### config.mk
export PLATFORM = sky130hd
export DESIGN_NAME = ifetch_unit
export DESIGN_NICKNAME = d
export VERILOG_FILES = /design/src/rtl/ifetch_unit.sv
export SDC_FILE = /design/constraint.sdc
export NUM_CORES = 1
export LEC_CHECK = 0
export CAP_MARGIN = 20
export CORE_UTILIZATION = 30
export DETAILED_ROUTE_END_ITERATION = 8
export SYNTH_ARGS = -nofsm -noshare
export SYNTH_HDL_FRONTEND = slang
export SYNTH_SLANG_ARGS = --single-unit
### constraint.sdc
create_clock -name clk -period 5.7 [get_ports clk]
set_input_delay 0.57 -clock clk [delete_from_list [all_inputs] [get_ports clk]]
set_output_delay 0.57 -clock clk [all_outputs]
set_load 0.005 [all_outputs]
### src/rtl/ifetch_unit.sv
// Instruction fetch front end: owns the fetch PC, issues in-order
// word reads and buffers returned words with their PCs for decode.
module ifetch_unit #(
  parameter logic [31:0] RESET_PC = 32'h0000_3000,
  parameter int          DEPTH    = 2
) (
  input  logic        clk,
  input  logic        rst,
  input  logic        redir,
  input  logic [29:0] redir_pc,
  output logic        imem_req,
  output logic [29:0] imem_addr,
  input  logic        imem_gnt,
  input  logic        imem_rvalid,
  input  logic [31:0] imem_rdata,
  output logic        inst_valid,
  input  logic        inst_ready,
  output logic [31:0] inst,
  output logic [29:0] inst_pc,
  output logic [31:0] inst_pcp4
);

  localparam int CNT_W = $clog2(DEPTH) + 1;
  localparam int AW    = $clog2(DEPTH);

  localparam logic [29:0]    RST_WPC = RESET_PC[31:2];
  localparam logic [CNT_W:0] DEPTH_C = (CNT_W+1)'(DEPTH);

  logic [29:0]      fetch_pc_q, fetch_pc_d;
  logic [29:0]      rsp_pc_q, rsp_pc_d;
  logic [CNT_W-1:0] out_cnt_q, out_cnt_d;
  logic [CNT_W-1:0] drop_cnt_q, drop_cnt_d;
  logic [CNT_W-1:0] fifo_cnt_q, fifo_cnt_d;
  logic [AW-1:0]    wr_ptr_q, wr_ptr_d;
  logic [AW-1:0]    rd_ptr_q, rd_ptr_d;
  logic             post_rst_q;

  logic [29:0]      pc_mem_q   [DEPTH];
  logic [31:0]      inst_mem_q [DEPTH];

  logic [CNT_W:0]   used;
  logic             credit;
  logic             fire_req;
  logic             pop;
  logic             drop;
  logic             push;

  // Credit counts in-flight words too, so the FIFO can never overflow.
  assign used     = {1'b0, out_cnt_q} + {1'b0, fifo_cnt_q};
  assign credit   = used < DEPTH_C;
  assign imem_req = !rst && !post_rst_q && !redir && credit;
  assign fire_req = imem_req && imem_gnt;

  assign imem_addr  = fetch_pc_q;
  assign inst_valid = !rst && (fifo_cnt_q != '0);
  assign pop        = inst_valid && inst_ready;
  assign drop       = imem_rvalid && (drop_cnt_q != '0);
  assign push       = imem_rvalid && !drop && !redir;

  assign inst      = inst_mem_q[rd_ptr_q];
  assign inst_pc   = pc_mem_q[rd_ptr_q];
  assign inst_pcp4 = {inst_pc + 30'd1, 2'b00};

  always_comb begin
    fetch_pc_d = fetch_pc_q;
    rsp_pc_d   = rsp_pc_q;
    out_cnt_d  = out_cnt_q + CNT_W'(fire_req)
               - CNT_W'(imem_rvalid);
    drop_cnt_d = drop_cnt_q;
    fifo_cnt_d = fifo_cnt_q;
    wr_ptr_d   = wr_ptr_q;
    rd_ptr_d   = rd_ptr_q;
    if (redir) begin
      fetch_pc_d = redir_pc;
      rsp_pc_d   = redir_pc;
      // Everything still in flight belongs to the old stream.
      drop_cnt_d = out_cnt_q - CNT_W'(imem_rvalid);
      fifo_cnt_d = '0;
      wr_ptr_d   = '0;
      rd_ptr_d   = '0;
    end else begin
      if (fire_req) fetch_pc_d = fetch_pc_q + 30'd1;
      if (drop)     drop_cnt_d = drop_cnt_q - 1'b1;
      if (push) begin
        rsp_pc_d = rsp_pc_q + 30'd1;
        wr_ptr_d = wr_ptr_q + 1'b1;
      end
      if (pop) rd_ptr_d = rd_ptr_q + 1'b1;
      fifo_cnt_d = fifo_cnt_q + CNT_W'(push)
                 - CNT_W'(pop);
    end
  end

  always_ff @(posedge clk) begin
    if (rst) begin
      fetch_pc_q <= RST_WPC;
      rsp_pc_q   <= RST_WPC;
      out_cnt_q  <= '0;
      drop_cnt_q <= '0;
      fifo_cnt_q <= '0;
      wr_ptr_q   <= '0;
      rd_ptr_q   <= '0;
      post_rst_q <= 1'b1;
    end else begin
      fetch_pc_q <= fetch_pc_d;
      rsp_pc_q   <= rsp_pc_d;
      out_cnt_q  <= out_cnt_d;
      drop_cnt_q <= drop_cnt_d;
      fifo_cnt_q <= fifo_cnt_d;
      wr_ptr_q   <= wr_ptr_d;
      rd_ptr_q   <= rd_ptr_d;
      post_rst_q <= 1'b0;
    end
  end

  always_ff @(posedge clk) begin
    if (!rst && push) begin
      pc_mem_q[wr_ptr_q]   <= rsp_pc_q;
      inst_mem_q[wr_ptr_q] <= imem_rdata;
    end
  end

  a_cnt_order: assert property (
    @(posedge clk) disable iff (rst)
    (drop_cnt_q <= out_cnt_q) &&
    ({1'b0, out_cnt_q} <= DEPTH_C)
  );

  a_credit: assert property (
    @(posedge clk) disable iff (rst)
    used <= DEPTH_C
  );

endmodule

== Word-level counts from Yosys, hierarchy flattened ==
Memory sizes are Yosys's and may differ from the RTL's. A register that Yosys moved wholly into a read port is not among the register bits.
Cells that the tools add are included.
Operators by class
  add/sub/neg operators: 12
  multiply operators: 0
  divide/modulo/power cells: 0
  magnitude comparators: 1
  equal/unequal tests: 0
  shifts and indexed selects: 0
  mux-type cells: 13
  bitwise gates (word level): 0
  reduce and logical (&&, ||, !) cells: 20
Operators by type and width (count)
  30-bit two-way mux: 4
  30-bit by 1-bit adder with 30-bit output (second input constant): 3
  1-bit logical AND: 10
  2-bit nonzero test: 5
  1-bit two-way mux: 7
  2-bit by 1-bit subtractor with 2-bit output: 3
  2-bit by 1-bit adder with 2-bit output: 2
  1-bit logical NOT: 4
  2-bit two-way mux: 2
  2-bit by 2-bit adder with 3-bit output: 1
  3-bit by 2-bit less-than comparator with 1-bit output (second input constant): 1
  1-bit adder (second input constant): 2
  2-bit OR reduction: 1
  2-bit by 1-bit subtractor with 2-bit output (second input constant): 1
Word-level totals
  flip-flop bits (word level): 69
  latch bits: 0
  memory bits (writable): 124
  memory bits (read-only): 0
  bits of input ports: 68
  output and inout bits: 126
  word-level logic and storage cells: 56
  memories kept: 2
Memory list
  inst_mem_q: depth 2, width 32, read ports 1, clocked after Yosys merged registers in 1, write ports 1, RTL line 39  | logic [31:0] inst_mem_q [DEPTH];
  pc_mem_q: depth 2, width 30, read ports 1, clocked after Yosys merged registers in 1, write ports 1, RTL line 38  | logic [29:0] pc_mem_q [DEPTH];

== Longest topological paths before layout ==
Gate-level depths: netlist of run 1.
  word-level depth: 8
  mapped depth: 13
  gate-level depth less buffers: 10

== Worst setup path after synthesis of run 1 ==
OpenSTA, ideal clock, no wires.
  kind: input to register
  from: in rst
  to: mem inst_mem_q[0][0], enable pin
  library setup time: 0.558 ns
  arrival: 5.414 ns
  data required time: 5.142 ns
  slack: -0.272 ns
  stages: 4
  buffers on the path: 2
  path through: clkbuf_1 -> or2_2 -> clkbuf_1 -> nor3_1
Between the ends
  longest elaborated chain between the ends: 4
Ends and longest elaborated chain
  from (decl): RTL line 8  | input logic rst,
  1-bit logical NOT: RTL line 117  | if (!rst && push) begin
  1-bit logical AND: RTL line 117
  1-bit two-way mux: RTL line 117
  1-bit two-way mux (not written as such): RTL line 119  | inst_mem_q[wr_ptr_q] <= imem_rdata;
  to (decl): RTL line 39
No other way between the ends.

==> impl_metrics.xml, run 1 <==
<?xml version="1.0" encoding="UTF-8"?>
<metrics>
  <group name="setup_path">
    <metric name="worstSetupStartpointType" unit="">flop</metric>
    <metric name="critical_setup_path_class" unit="">flop to output pin</metric>
    <metric name="worst_endpoint_data_arrival_time" unit="ns">3.77</metric>
    <metric name="cp_data_required_time" unit="ns">5.13</metric>
    <metric name="critical_path.endpoint_type" unit="">output pin</metric>
    <metric name="worstReg2RegEnd" unit="">out_cnt_q[1]</metric>
    <metric name="timing.rr.start" unit="">out_cnt_q[0]</metric>
    <metric name="worstRegToRegCells" unit="">10</metric>
    <metric name="path_max_fanout" unit="">47</metric>
    <metric name="reg2reg_slack" unit="ns">2.63</metric>
  </group>
  <group name="routing">
    <metric name="routed_wl" unit="mm">23.46</metric>
    <metric name="drt-initial-drc-count" unit="">446</metric>
    <metric name="avgRoutedWirePerCell" unit="um">17.24</metric>
    <metric name="post_detailed_route_drc_marker_count" unit="">0</metric>
    <metric name="vias" unit="">6657</metric>
    <metric name="viasPerCell" unit="">4.891</metric>
    <metric name="detail_route.first_pass.iterations" unit="">7</metric>
    <metric name="route.antenna.remaining_nets" unit="">0</metric>
  </group>
  <group name="clock_tree">
    <metric name="clk_pin_slew" unit="ns">0.08</metric>
    <metric name="clockRootBuffer" unit="">sky130_fd_sc_hd__clkbuf_16</metric>
    <metric name="tritoncts_clock_tree" unit="">built</metric>
    <metric name="clk-insertion-delay-late" unit="ns">0.43</metric>
    <metric name="cts_max_path_buffers" unit="">2</metric>
    <metric name="cts_made_buffers" unit="">17</metric>
    <metric name="clkSinkCount" unit="">194</metric>
    <metric name="post_cts.resized_instances" unit="">0</metric>
    <metric name="cts_max_level" unit="">4</metric>
    <metric name="cts.hold.buffers_added" unit="">0</metric>
    <metric name="cts_setup_buffers" unit="">0</metric>
  </group>
  <group name="sta">
    <metric name="setup_violations" unit="">0</metric>
    <metric name="period_share" unit="%">76.06</metric>
    <metric name="max_slew_margin" unit="%">43.30</metric>
    <metric name="fmax" unit="MHz">230.7</metric>
    <metric name="finalHoldViolCount" unit="">0</metric>
    <metric name="final-max-slew-violation-count" unit="">0</metric>
    <metric name="finalCriticalPeriod" unit="ns">4.335</metric>
    <metric name="unrepaired_setup_endpoints_after_global_routing" unit="">false</metric>
    <metric name="clock_skew" unit="ns">0.009206</metric>
    <metric name="worstMarginPinSlew" unit="ns">0.8505</metric>
  </group>
  <group name="floorplan">
    <metric name="floorplan.rows" unit="">63</metric>
    <metric name="die_width" unit="um">175.2</metric>
    <metric name="floorplan.die.height" unit="um">175.2</metric>
    <metric name="floorplan.initialDensity" unit="%">30.45</metric>
    <metric name="fp.coreArea" unit="um2">29560</metric>
    <metric name="io_pins" unit="">194</metric>
    <metric name="design.die.area" unit="um2">30700</metric>
  </group>
  <group name="global_route">
    <metric name="grt_util_all_layers" unit="%">15.29</metric>
    <metric name="busiest_layer" unit="">met2</metric>
    <metric name="grt_util_met1" unit="%">22.01</metric>
    <metric name="gr-usage-met2" unit="%">23.13</metric>
    <metric name="antenna_violations_before_repair" unit="">0</metric>
    <metric name="grt_first_pass_wirelength" unit="mm">36.51</metric>
    <metric name="grt_remaining_overflow" unit="">0</metric>
    <metric name="via_count_of_the_first_global_routing_pass" unit="">6407</metric>
    <metric name="grt_start_max_net_pins" unit="">63</metric>
    <metric name="global_route.usage.met3" unit="%">3.503</metric>
  </group>
  <group name="min_path">
    <metric name="whs_endpoint" unit="">pc_mem_q[0][29]</metric>
    <metric name="hold_start" unit="">rsp_pc_q[29]</metric>
    <metric name="whs_path_depth" unit="">0</metric>
    <metric name="hold_path.class" unit="">flop to flop</metric>
  </group>
  <group name="cells_and_area">
    <metric name="multiInputGateArea" unit="um2">3621</metric>
    <metric name="seq_area" unit="um2">5129</metric>
    <metric name="n_fill_cell" unit="">2854</metric>
    <metric name="final_layout_size_suffix_gt1_share" unit="%">11.43</metric>
    <metric name="utilization" unit="%">40.41</metric>
    <metric name="insertedDiodeCount" unit="">0</metric>
    <metric name="net_count_of_the_finished_layout" unit="">1036</metric>
    <metric name="area.growth.synth_to_final" unit="%">32.72</metric>
    <metric name="post_route_standard_cell_area_excluding_fillers" unit="um2">11950</metric>
  </group>
  <group name="yosys">
    <metric name="number_of_enable_type_register_cells_in_the_synthesized_netlist" unit="">124</metric>
    <metric name="synth.top_cell.area_share" unit="%">41.37</metric>
    <metric name="synth.largest_area_cell" unit="">sky130_fd_sc_hd__edfxtp_1</metric>
    <metric name="yosys_register_bits" unit="">194</metric>
    <metric name="synth_top_cells_by_area" unit="">sky130_fd_sc_hd__edfxtp_1 41%, sky130_fd_sc_hd__dfxtp_1 16%, sky130_fd_sc_hd__mux2_2 6.4%</metric>
    <metric name="synth.top_cells.by_count" unit="">124 x sky130_fd_sc_hd__edfxtp_1, 70 x sky130_fd_sc_hd__dfxtp_1, 61 x sky130_fd_sc_hd__nor2_1, 51 x sky130_fd_sc_hd__mux2_2, 49 x sky130_fd_sc_hd__nand2_1</metric>
    <metric name="synth_warnings" unit="">0</metric>
    <metric name="yosysUniqueCellTypes" unit="">62</metric>
    <metric name="ys_dominant_reg_cell" unit="">sky130_fd_sc_hd__edfxtp_1</metric>
    <metric name="synth-seq-area-share" unit="%">56.94</metric>
    <metric name="synthesis.instances" unit="">773</metric>
    <metric name="yosys.cell_count.top_type" unit="">sky130_fd_sc_hd__edfxtp_1</metric>
    <metric name="mappedNetlistArea" unit="um2">9001</metric>
    <metric name="synthArstFlopShare" unit="%">0</metric>
    <metric name="post_synth.cell_area_avg" unit="um2">11.64</metric>
  </group>
  <group name="power_and_ir_drop">
    <metric name="vdd_ir_drop_max" unit="V">0.0001866</metric>
    <metric name="cellLeakagePower" unit="nW">4.048</metric>
    <metric name="p_per_area" unit="nW/um2">262.4</metric>
  </group>
  <group name="placed_design">
    <metric name="numPortBuffers" unit="">191</metric>
    <metric name="cell_area_after_placement" unit="um2">11320</metric>
    <metric name="place.gp.congestion" unit="">0.7853</metric>
    <metric name="dpl.hpwl" unit="mm">16.83</metric>
  </group>
  <group name="run_status">
    <metric name="outcome" unit="">completed</metric>
  </group>
  <group name="job">
    <metric name="cap_violations" unit="">0</metric>
  </group>
</metrics>
[worst max-delay path by stage]
stage	from	to	slack (ns)	depth (start not counted)
6_report	flop	inst_pcp4[26]	1.36	7
5_1_grt	flop	inst_pcp4[26]	1.02	7
4_1_cts	flop	inst_pcp4[31]	1.33	7
3_5_place_dp	flop	inst_pcp4[31]	1.80	7
3_3_place_gp	flop	inst_pcp4[26]	1.88	7
2_1_floorplan	rst	inst_mem_q[0][0]	-0.27	4
[cells by family after synthesis]
kind of cell / share of synthesized area, %
AO/OA/AOI/OAI: 8.382
flip-flops: 56.94
other: 0.04166
multiplexers: 8.271
adder cells (fa/ha/maj): 1.473
buffers and inverters: 2.989
XOR/XNOR: 6.714
AND/OR/NAND/NOR: 15.19
[placed cells by master, fill, tap and decap left out, drive strengths merged, types with 10 or more instances in the layout]
master	Yosys	routed
a211oi	24	24
a21oi	30	30
a31oi	11	11
and3	10	10
clkbuf	18	17
clkdlybuf4s50	0	190
dfxtp	70	70
edfxtp	124	124
inv	34	41
mux2	51	51
mux2i	17	17
nand2	50	50
nand3	36	36
nand4	33	33
nor2	61	61
nor3	13	13
nor4	13	13
o21ai	13	13
xnor2	33	33
xor2	36	36
[registers in the layout, indices dropped and copies added, names as in the netlist, named ones only]
register and cells:
inst_mem_q 64, out_cnt_q 2, rsp_pc_q 30, fifo_cnt_q 2, post_rst_q 1, wr_ptr_q 1, drop_cnt_q 2, imem_addr 30
pc_mem_q 60, rd_ptr_q 1
[report_power, final]
part / switching [W] / internal (W) / total (W)
clock: 0.000601 / 0.000642 / 0.00124
sequential: 0.0000558 / 0.00155 / 0.00160
combinational: 0.000131 / 0.000160 / 0.000291
[critical path, cell delays in order (launching register included)]
cell and delay, ns:
sky130_fd_sc_hd__dfxtp_4 0.72, sky130_fd_sc_hd__buf_4 0.53, sky130_fd_sc_hd__mux2i_1 0.21, sky130_fd_sc_hd__a21oi_1 0.52
sky130_fd_sc_hd__nand3_2 0.32, sky130_fd_sc_hd__nor3_1 0.31, sky130_fd_sc_hd__xor2_1 0.18, sky130_fd_sc_hd__clkdlybuf4s50_1 0.51
[routing by layer]
metal	part of all wire, %	up-vias	wire (um)
met5	0	-	0
met4	1.2	0	278
met3	5.7	17	1345
met2	44	223	10330
met1	49	3185	11500
li1	-	3232	-
[final cells by class]
class	count	share of cell area [%]
Multi-Input combinational cell	514	30.31
Tap cell	390	4.085
Timing Repair Buffer	197	16.34
Clock inverter	15	1.707
Clock buffer	17	3.561
Inverter	34	1.068
Sequential cell	194	42.93
[through the flow]
step	hold WS [ns]	power [W]	cells	setup slack, ns	TNS [ns]
finish	0.5072	0.003135	1361	1.365	0
global route	0.5269	0.003266	1361	1.021	0
CTS	0.5124	0.003172	1361	1.333	0
detailed placement	0.5020	0.001925	1329	1.803	0
global placement	0.4920	0.001922	1329	1.883	0
floorplan	0.4453	0.001752	774	-0.2717	-33.70
(Power assumes the default switching activity.)
==> run 2: changes to the inputs <==
- clock period: 5.7 -> 4.16 ns (I/O delays scaled with it)
==> run 2 against run 1 <==
Largest power group unchanged. Die area did not move. Core utilization is essentially flat. Power increased by 34%. Clock skew up 0.0033 ns. Cell count rose by 0.22%. Critical endpoint unchanged. Wire length fell by 1.6%. Worst setup slack got worse by 1.0 ns. Clock power up 30%. Highest routed layer unchanged. First-iteration DRC count is 3.1% lower. Via count increased by 0.23%. Non-clock buffer count is 3 higher.
==> impl_metrics.xml, run 2 (synthesized netlist as in run 1, its figures left out) <==
<?xml version="1.0" encoding="UTF-8"?>
<metrics>
  <group name="routing">
    <metric name="viasPerCell" unit="">4.891</metric>
    <metric name="detail_route.first_pass.iterations" unit="">4</metric>
    <metric name="drt-initial-drc-count" unit="">432</metric>
    <metric name="avgRoutedWirePerCell" unit="um">16.93</metric>
    <metric name="routed_wl" unit="mm">23.10</metric>
    <metric name="vias" unit="">6672</metric>
    <metric name="route.antenna.remaining_nets" unit="">0</metric>
    <metric name="post_detailed_route_drc_marker_count" unit="">0</metric>
  </group>
  <group name="sta">
    <metric name="clock_skew" unit="ns">0.01247</metric>
    <metric name="finalHoldViolCount" unit="">0</metric>
    <metric name="finalCriticalPeriod" unit="ns">3.816</metric>
    <metric name="setup_violations" unit="">0</metric>
    <metric name="period_share" unit="%">91.72</metric>
    <metric name="finalWorstSetupSlack" unit="ns">0.3442</metric>
    <metric name="hold-worst-slack" unit="ns">0.4538</metric>
    <metric name="max_slew_margin" unit="%">44.97</metric>
    <metric name="unrepaired_setup_endpoints_after_global_routing" unit="">false</metric>
    <metric name="fmax" unit="MHz">262.1</metric>
    <metric name="worstMarginPinSlew" unit="ns">0.8254</metric>
    <metric name="final-max-slew-violation-count" unit="">0</metric>
  </group>
  <group name="placed_design">
    <metric name="numPortBuffers" unit="">191</metric>
    <metric name="place.gp.congestion" unit="">0.8049</metric>
    <metric name="pre_cts_ws" unit="ns">0.7858</metric>
    <metric name="total_instance_count_after_detailed_placement" unit="">1332</metric>
    <metric name="dpl.hpwl" unit="mm">16.66</metric>
    <metric name="cell_area_after_placement" unit="um2">11360</metric>
  </group>
  <group name="cells_and_area">
    <metric name="mostFrequentLayoutCells" unit="">190 x sky130_fd_sc_hd__clkdlybuf4s50_1, 124 x sky130_fd_sc_hd__edfxtp_1, 69 x sky130_fd_sc_hd__dfxtp_1</metric>
    <metric name="net_count_of_the_finished_layout" unit="">1039</metric>
    <metric name="largest_register" unit="">inst_mem_q</metric>
    <metric name="post_route_standard_cell_area_excluding_fillers" unit="um2">11940</metric>
    <metric name="insertedDiodeCount" unit="">0</metric>
    <metric name="post_layout_nonfiller_instances" unit="">1364</metric>
    <metric name="utilization" unit="%">40.39</metric>
    <metric name="largest_register_ffs" unit="">64</metric>
    <metric name="reg.largest.list" unit="">inst_mem_q: 64 flops, pc_mem_q: 60 flops</metric>
    <metric name="final_layout_size_suffix_gt1_share" unit="%">11.50</metric>
    <metric name="final_common_cell" unit="">sky130_fd_sc_hd__clkdlybuf4s50_1</metric>
    <metric name="area.growth.synth_to_final" unit="%">32.64</metric>
  </group>
  <group name="clock_tree">
    <metric name="tritoncts_clock_tree" unit="">built</metric>
    <metric name="cts_max_level" unit="">4</metric>
    <metric name="post_cts.resized_instances" unit="">0</metric>
    <metric name="clk-insertion-delay-late" unit="ns">0.44</metric>
    <metric name="clk_pin_slew" unit="ns">0.08</metric>
    <metric name="cts.hold.buffers_added" unit="">0</metric>
    <metric name="cts_max_path_buffers" unit="">2</metric>
    <metric name="clockRootBuffer" unit="">sky130_fd_sc_hd__clkbuf_16</metric>
    <metric name="clkSinkCount" unit="">194</metric>
    <metric name="cts_setup_buffers" unit="">0</metric>
    <metric name="cts_made_buffers" unit="">17</metric>
  </group>
  <group name="floorplan">
    <metric name="fp.coreArea" unit="um2">29560</metric>
    <metric name="floorplan.rows" unit="">63</metric>
    <metric name="io_pins" unit="">194</metric>
    <metric name="die_width" unit="um">175.2</metric>
    <metric name="floorplan.initialDensity" unit="%">30.45</metric>
    <metric name="design.die.area" unit="um2">30700</metric>
    <metric name="floorplan.die.height" unit="um">175.2</metric>
  </group>
  <group name="setup_path">
    <metric name="worst_path_dominant_cell_family" unit="">buffers and inverters</metric>
    <metric name="cpPeakStageDelay" unit="ns">0.64</metric>
    <metric name="path_max_fanout" unit="">52</metric>
    <metric name="cp_data_required_time" unit="ns">3.74</metric>
    <metric name="critical_setup_path_class" unit="">flop to output pin</metric>
    <metric name="worstSetupStartpointType" unit="">flop</metric>
    <metric name="cell_with_the_largest_stage_delay_on_the_worst_path" unit="">sky130_fd_sc_hd__dfxtp_4</metric>
    <metric name="critical_path_buf_inv_count" unit="">2</metric>
    <metric name="crit_chain" unit="">buf_12 &gt; mux2i_1 &gt; a21oi_1 &gt; nand3_2 &gt; nor3_1 &gt; xor2_1 &gt; clkdlybuf4s50_1</metric>
    <metric name="worst_endpoint_data_arrival_time" unit="ns">3.40</metric>
    <metric name="critical_path.endpoint_type" unit="">output pin</metric>
  </group>
  <group name="global_route">
    <metric name="grt_start_max_net_pins" unit="">63</metric>
    <metric name="grt_first_pass_wirelength" unit="mm">35.69</metric>
    <metric name="antenna_violations_before_repair" unit="">0</metric>
    <metric name="grt_util_all_layers" unit="%">15.05</metric>
    <metric name="via_count_of_the_first_global_routing_pass" unit="">6187</metric>
    <metric name="grt_remaining_overflow" unit="">0</metric>
  </group>
  <group name="power_and_ir_drop">
    <metric name="cellInternalPower" unit="W">0.003147</metric>
    <metric name="share_seq_of_total_power" unit="%">52.2</metric>
    <metric name="clock_power_share" unit="%">38.3</metric>
    <metric name="vdd_ir_drop_max" unit="V">0.0002645</metric>
    <metric name="cellLeakagePower" unit="nW">4.052</metric>
    <metric name="comb_power_share" unit="%">9.5</metric>
    <metric name="p_per_area" unit="nW/um2">352.1</metric>
    <metric name="sw_frac_of_total" unit="%">25.12</metric>
    <metric name="p_sw" unit="W">0.001056</metric>
  </group>
  <group name="job">
    <metric name="cap_violations" unit="">0</metric>
  </group>
  <group name="min_path">
    <metric name="hold_path.class" unit="">input port to flop</metric>
  </group>
  <group name="run_status">
    <metric name="outcome" unit="">completed</metric>
  </group>
</metrics>
run 2: worst paths after layout:
kind	startpoint	endpoint	slack, ns	depth (start not counted)
max	flop	inst_pcp4[26]	0.34	7
min	rst	fifo_cnt_q[0]	0.45	3
max reg2reg	out_cnt_q[0]	out_cnt_q[0]	1.71	9
min reg2reg	rsp_pc_q[26]	pc_mem_q[1][26]	0.50	0
run 2: worst min-delay path, stage by stage:
cell	delay, ns
sky130_fd_sc_hd__buf_2	0.11
sky130_fd_sc_hd__nor2_1	0.13
sky130_fd_sc_hd__and2_1	0.19
run 2: cell type report:
cell class | count | area, um2
Clock buffer | 17 | 425.4
Clock inverter | 15 | 148.9
Fill cell | 2799 | 17620
Inverter | 34 | 127.6
Multi-Input combinational cell | 514 | 3621
Sequential cell | 194 | 5129
Tap cell | 390 | 488.0
Timing Repair Buffer | 200 | 1999
run 2: per-layer routing:
metal	track usage (%)	wire length, um	share of wire [%]
met2	22.39	10010	43
met3	3.329	1583	6.9
met5	0	0	0
met4	3.913	252	1.1
met1	21.88	11250	49
run 2: power by group through the flow:
| stage | clock network [W] | registers [W] | logic (W) |
|---|---|---|---|
| after floorplan | 0 | 0.00222 | 0.000182 |
| after global placement | 0 | 0.00223 | 0.000398 |
| after detailed placement | 0 | 0.00224 | 0.000401 |
| after CTS | 0.00166 | 0.00219 | 0.000405 |
| after global routing | 0.00175 | 0.00220 | 0.000439 |
| final | 0.00161 | 0.00219 | 0.000400 |
run 2: per-stage QoR:
stage	power, W	TNS, ns
floorplan	0.002401	-205.56
CTS	0.004256	0
detailed placement	0.002636	0
finish	0.004203	0
global placement	0.002632	0
global route	0.004388	0
